## config.mk

```make
export PLATFORM = sky130hd
export DESIGN_NAME = conv_win_addr_gen
export DESIGN_NICKNAME = d
export VERILOG_FILES = /design/src/rtl/conv_win_addr_gen.sv
export SDC_FILE = /design/constraint.sdc
export NUM_CORES = 1
export LEC_CHECK = 0
export BUFFER_PORTS_ARGS = -buffer_cell sky130_fd_sc_hd__buf_2
export CORE_UTILIZATION = 28
export CTS_BUF_LIST = sky130_fd_sc_hd__clkbuf_4 sky130_fd_sc_hd__clkbuf_8
export DETAILED_ROUTE_END_ITERATION = 7
export PLACE_DENSITY = 0.47
export SYNTH_ARGS = -nofsm -noshare
export SYNTH_HDL_FRONTEND = slang
export SYNTH_SLANG_ARGS = --single-unit
```

## constraint.sdc

```tcl
create_clock -name clk -period 7.7 [get_ports clk]
set_input_delay 1.54 -clock clk [delete_from_list [all_inputs] [get_ports clk]]
set_output_delay 1.54 -clock clk [all_outputs]
set_load 0.05 [all_outputs]
```

## src/rtl/conv_win_addr_gen.sv

```systemverilog
// Layer-sweep address sequencer: walks oc, oy, ox, g, ky, kx and emits one input-buffer
// and weight address per kernel tap, tagged with neuron-end and plane-end strobes.
module conv_win_addr_gen #(
    parameter int unsigned IN_W   = 32,
    parameter int unsigned IN_H   = 32,
    parameter int unsigned K      = 5,
    parameter int unsigned OUT_W  = IN_W - K + 1,
    parameter int unsigned OUT_H  = IN_H - K + 1,
    parameter int unsigned CH_GRP = 1,
    parameter int unsigned OUT_CH = 8,
    parameter int unsigned ADDR_W = 16
) (
    input  logic              clk,
    input  logic              rst_n,
    input  logic              start,
    input  logic              in_ready,
    output logic              in_valid,
    output logic [ADDR_W-1:0] in_addr,
    output logic [ADDR_W-1:0] wgt_addr,
    output logic [7:0]        oc_idx,
    output logic              first_tap,
    output logic              last_tap,
    output logic              last_pix,
    output logic              busy,
    output logic              done
);

    localparam logic [ADDR_W-1:0] KLast     = ADDR_W'(K - 1);
    localparam logic [ADDR_W-1:0] GLast     = ADDR_W'(CH_GRP - 1);
    localparam logic [ADDR_W-1:0] OxLast    = ADDR_W'(OUT_W - 1);
    localparam logic [ADDR_W-1:0] OyLast    = ADDR_W'(OUT_H - 1);
    localparam logic [7:0]        OcLast    = 8'(OUT_CH - 1);
    localparam logic [ADDR_W-1:0] RowStep   = ADDR_W'(IN_W);
    localparam logic [ADDR_W-1:0] PlaneStep = ADDR_W'(IN_H * IN_W);
    localparam logic [ADDR_W-1:0] NeuronLen = ADDR_W'(CH_GRP * K * K);

    typedef enum logic [1:0] {StIdle, StRun, StDone} state_e;
    state_e state_q, state_d;

    logic [ADDR_W-1:0] kx_q, ky_q, g_q, ox_q, oy_q;
    logic [7:0]        oc_q;
    // Running partial products replace every multiply in the address equations.
    logic [ADDR_W-1:0] krow_q, nrow_q, plane_q, tap_q, wbase_q;

    logic xfer, kx_end, ky_end, g_end, ox_end, oy_end, oc_end;
    logic tap_end, row_end, pln_end, sweep_end;

    assign xfer      = (state_q == StRun) && in_ready;
    assign kx_end    = (kx_q == KLast);
    assign ky_end    = (ky_q == KLast);
    assign g_end     = (g_q == GLast);
    assign ox_end    = (ox_q == OxLast);
    assign oy_end    = (oy_q == OyLast);
    assign oc_end    = (oc_q == OcLast);
    assign tap_end   = kx_end && ky_end && g_end;
    assign row_end   = tap_end && ox_end;
    assign pln_end   = row_end && oy_end;
    assign sweep_end = pln_end && oc_end;

    always_ff @(posedge clk) begin
        if (!rst_n) begin
            state_q <= StIdle;
        end else begin
            state_q <= state_d;
        end
    end

    always_comb begin
        state_d = state_q;
        unique case (state_q)
            StIdle:  if (start) state_d = StRun;
            StRun:   if (xfer && sweep_end) state_d = StDone;
            StDone:  state_d = StIdle;
            default: state_d = StIdle;
        endcase
    end

    always_comb begin
        in_valid  = (state_q == StRun);
        busy      = (state_q == StRun);
        done      = (state_q == StDone);
        first_tap = in_valid && (g_q == '0) && (ky_q == '0) && (kx_q == '0);
        last_tap  = in_valid && tap_end;
        last_pix  = in_valid && tap_end && ox_end && oy_end;
        in_addr   = plane_q + nrow_q + krow_q + ox_q + kx_q;
        wgt_addr  = wbase_q + tap_q;
        oc_idx    = oc_q;
    end

    // Counters sit at zero outside RUN, so a sweep always begins at tap (0,0,0,0,0,0).
    always_ff @(posedge clk) begin
        if (!rst_n || state_q != StRun) begin
            kx_q    <= '0;
            ky_q    <= '0;
            g_q     <= '0;
            ox_q    <= '0;
            oy_q    <= '0;
            oc_q    <= '0;
            krow_q  <= '0;
            nrow_q  <= '0;
            plane_q <= '0;
            tap_q   <= '0;
            wbase_q <= '0;
        end else if (xfer) begin
            kx_q  <= kx_end ? '0 : kx_q + 1'b1;
            tap_q <= tap_end ? '0 : tap_q + 1'b1;
            if (kx_end) begin
                ky_q   <= ky_end ? '0 : ky_q + 1'b1;
                krow_q <= ky_end ? '0 : krow_q + RowStep;
            end
            if (kx_end && ky_end) begin
                g_q     <= g_end ? '0 : g_q + 1'b1;
                plane_q <= g_end ? '0 : plane_q + PlaneStep;
            end
            if (tap_end) begin
                ox_q <= ox_end ? '0 : ox_q + 1'b1;
            end
            if (row_end) begin
                oy_q   <= oy_end ? '0 : oy_q + 1'b1;
                nrow_q <= oy_end ? '0 : nrow_q + RowStep;
            end
            if (pln_end) begin
                oc_q    <= oc_end ? '0 : oc_q + 1'b1;
                wbase_q <= oc_end ? '0 : wbase_q + NeuronLen;
            end
        end
    end

endmodule

```

# After elaboration in Yosys (flattened, before gate mapping)
# Cells that the tools add are included.
# totals
ff_bits	170
inputBits	4
out_inout_bits	46
word_cells	77
# classes
addsub	16
eq_ne	10
mux	14
reduce_logical	25
# ops
cell	count
16-bit two-way mux	10
16-bit by 1-bit adder with 16-bit output, second input constant	6
16-bit adder	5
16-bit logical NOT	3
16-bit by 6-bit adder with 16-bit output, second input constant	2
16-bit by 3-bit equality test with 1-bit output, second input constant	2
16-bit by 5-bit equality test with 1-bit output, second input constant	2
16-bit by 11-bit adder with 16-bit output, second input constant	1
16-bit by 5-bit adder with 16-bit output, second input constant	1
1-bit logical AND	13
2-bit AND reduction	6
8-bit by 1-bit adder with 8-bit output, second input constant	1
8-bit by 3-bit equality test with 1-bit output, second input constant	1
8-bit two-way mux	1
2-bit two-way mux	2
2-bit by 1-bit != test with 1-bit output, second input constant	2
2-bit case mux with 2 select lines	1
2-bit by 1-bit equality test with 1-bit output, second input constant	1
2-bit equality test, second input constant	1
2-bit logical NOT	1
2-bit != test, second input constant	1
1-bit logical NOT	1
1-bit logical OR	1

# Depth between registers and ports, before layout
# logic_depth
ltp_word	9
mapped_depth	14
ltp_nobuf	14

# Worst setup path after synthesis
# No wires, ideal clock.
# synth_path
path_kind	flip-flop to output port
start	register kx_q[10]
end	output port in_addr[15]
arrival_time_ps	3989
t_required_ps	6160
slack_ps	2171
path_stages_with_launch	15
path_buffers	0
path_cell_list	dfxtp_1 -> inv_1 -> fa_1 -> inv_1 -> fa_1 -> inv_1 -> fa_1 -> inv_1 -> ha_1 -> nand3_1 -> a21o_1 -> o21ai_0 -> a211o_1 -> a21oi_1 -> xnor2_1
# synth_via
elab_chain_len	1
# synth_lines
element	line	text
start: declaration	40	logic [ADDR_W-1:0] kx_q, ky_q, g_q, ox_q, oy_q;
start signal: assignment	105	kx_q <= kx_end ? '0 : kx_q + 1'b1;
16-bit adder	85	in_addr = plane_q + nrow_q + krow_q + ox_q + kx_q;
end: declaration	18	output logic [ADDR_W-1:0] in_addr,
# No other way between the ends.

# Worst setup path in the final report
# layout_path
start	register kx_q[5]
end	output port in_addr[14]
# The elaborated chain is that of the path after synthesis.

==> run summary <==
=================================================================================================
Critical Path Start Type                                                                 register
Fin Setup TNS                                                                                0 ns
Die Width                                                                            182.0 microns
Die area                                                                              33130 sq um
Clock buffers created by TritonCTS                                                             17
Pin count of the biggest net entering global routing                                           38
Total length of routed wires                                                         21410 microns
Most common library cells after synthesis                                            nor2_1, dfxtp_1, inv_1, xnor2_1, xor2_1
Vertical extent of the die                                                           182.0 microns
Top area cells in the synthesized netlist                                            dfxtp_1, ha_1, xnor2_1
Net count of the finished layout                                                             1224
Crit path time final                                                                     5.889 ns
Count of nets left with antenna violations after detail routing                                 0
Worst-skew pair later-pin latency                                                         0.45 ns
Row count                                                                                      65
Root buffer selected by CTS                                                              clkbuf_8
Reported leakage power                                                                0.004024 uW
Number of distinct library cell variants in the gate-level netlist after synthesis             55
Type of destination of the critical path                                             primary output
Data required time at the worst endpoint                                                  6.16 ns
Fraction of registers with async set or reset after synthesis                                   0
Drt initial violations                                                                        341
All-Layer GR Usage                                                                         0.1343
Share of the clock period used by the worst path                                           0.7648
Number of global-route vias before repair                                                    6940
CTS max path bufs                                                                               2
Final max-slew violation count                                                                  0
Number of levels in the clock H-tree                                                            4
Total congestion overflow after global routing                                                  0
Synth Area per Inst                                                                   8.387 sq um
Post-detailed-route wirelength per cell                                              13.84 microns
Worst max-slew margin expressed relative to the limit                                      0.2291
Sequential-to-total area share from yosys stat                                             0.3309
Minimum setup slack among reg-to-reg paths                                                3.61 ns
Pre-antenna DRT Iters                                                                           4
Unrepaired setup endpoints after global routing                                                no
Post-route clock skew                                                                  0.01785 ns
Number of port buffers                                                                         49
IR drop worst, VDD                                                                   0.00006897 V
Synthesis-to-layout area growth                                                            11.79%
Synth warn                                                                                      0
Count of clock tree sinks                                                                     150
# Max-Cap Violations                                                                            0
Final-layout worst hold slack                                                           0.4937 ns
Worst Max-Slew Pin Slew                                                                  1.148 ns
Number of antenna violations at the first check in global routing                               1
Post-synthesis sequential element count                                                       150
Detailed placement HPWL                                                              16290 microns
Number of endpoints with negative hold slack in the final report                                0
Most repeated cell in the gate-level netlist after synthesis                               nor2_1
Post-CTS repair timing setup buffer count                                                       0
Largest driver fanout on the critical path                                                      4
FMAX                                                                                   0.1698 GHz
Start-to-end type of the worst setup path                                                 reg2out
I/O pin total                                                                                  50
DR DRC count                                                                                    0
Count of final setup violators                                                                  0
Power per Cell Area                                                                  139.4 nW/um^2
Std-Cell Core Area                                                                    31720 sq um
Synthesized area                                                                       9075 sq um
Crit path arrival time                                                                    4.35 ns
Path class of the lowest-slack min-delay path                                             reg2reg
Util after Layout                                                                          0.3198
Clock-pin slew on the worst setup and hold paths                                          0.08 ns
Number of gates given a new drive strength after cts                                            0
Count of flip-flops with a built-in enable after synthesis                                      0
GPL Wtd Cong                                                                               0.8166
Initial standard-cell utilization of the core                                              0.2861
Status                                                                               complete, no violations
Biggest area consumer among synthesized cells                                             dfxtp_1
Vias per Instance                                                                           4.641
Share of layout cells above drive strength 1                                              0.08654
Post-synthesis cell count                                                                    1082
Top cell type's share of synthesized area                                                  0.3309
Via count of the routed design                                                               7180
Leading register cell type out of synthesis                                               dfxtp_1
Hold-fix buffer count after cts                                                                 0
Wire length of the first global-routing pass                                         35710 microns
Clock tree from TritonCTS                                                                     yes
=================================================================================================
-- per-stage QoR --
step                      total power (uW)  setup WS, ns  area [sq um]  cells
after floorplan                      826.3         2.171          9082   1084
after global placement               838.6         2.305          9762   1514
after detailed placement             838.6         2.266          9762   1514
after CTS                             1434         1.750         10140   1546
after global routing                  1474         1.522         10140   1546
final                                 1414         1.811         10140   1547
-- state kept, by name, summed over array words and instances (netlist names), 8 cells and up --
signal	count
g_q	16
krow_q	11
kx_q	16
ky_q	16
nrow_q	11
oc_idx	8
ox_q	16
oy_q	16
tap_q	16
wbase_q	16
-- power breakdown --
part	internal [uW]	switching (uW)	leakage, uW	total [uW]
Combinational	8.79	33.6	0.00263	42.4
Sequential	776	1.82	0.00121	778
Clock	285	309	0.000186	594
Total	1070	345	0.00402	1410
-- critical path: stages (launching register included) --
cell     delay [ns]
dfxtp_1        0.40
inv_1          0.11
fa_1           0.55
inv_1          0.05
fa_1           0.45
ha_1           0.31
ha_1           0.35
o21a_1         0.18
o21ai_0        0.20
nor3_1         0.09
or3_1          0.39
a31o_2         0.25
a21oi_1        0.17
xnor2_1        0.13
buf_2          0.28
-- cell type report --
type	count	area, sq um
diodes	1	2.502
well taps	402	503.0
inverters	100	375.4
repair buffers	55	290.3
multi-input cells	807	5590
clock inverters	10	96.34
flip-flops and latches	150	3003
clock buffers	22	284.0
fillers	3398	21570
-- final timing paths --
kind / from / to / cells past startpoint
max: kx_q[5]$_SDFFE_PP0P_ / in_addr[14] / 14
min: oy_q[1]$_SDFFE_PP0P_ / oy_q[1]$_SDFFE_PP0P_ / 2
max reg2reg: kx_q[0]$_SDFFE_PP0P_ / oc_idx[3]$_SDFFE_PP0P_ / 9
min reg2reg: oy_q[1]$_SDFFE_PP0P_ / oy_q[1]$_SDFFE_PP0P_ / 2
-- cell families after synthesis --
logic type	synth area share
flops	0.3309
compound gates	0.07597
mux	0.003309
other cells	0.0004132
xor+xnor	0.1428
buf+inv	0.05432
simple gates	0.2472
fa+ha+maj	0.1450
-- metal layers --
layer  vias up  track usage  wire, microns
met3        14      0.02387            648
met2        91       0.2069           9171
li1       3735            -              -
met4         0      0.03395            177
met1      3340       0.1921          11420
met5         -            0              0
-- layout by cell type, fill, tap and decap left out, types with 15 or more instances in the layout --
master | netlist | layout
or3_1 | 15 | 15
a21oi_1 | 45 | 45
nor3_1 | 28 | 28
ha_1 | 62 | 62
o21ai_0 | 30 | 30
fa_1 | 27 | 27
nor2_1 | 167 | 167
nor4_1 | 18 | 18
and3_1 | 30 | 30
nand4_1 | 36 | 36
xnor2_1 | 84 | 84
xor2_1 | 64 | 64
nand3_1 | 52 | 52
buf_2 | 3 | 49
inv_1 | 100 | 100
dfxtp_1 | 150 | 150
clkbuf_8 | 0 | 19
nand2_1 | 58 | 58
No activity file was read; power rests on OpenSTA's default activity.
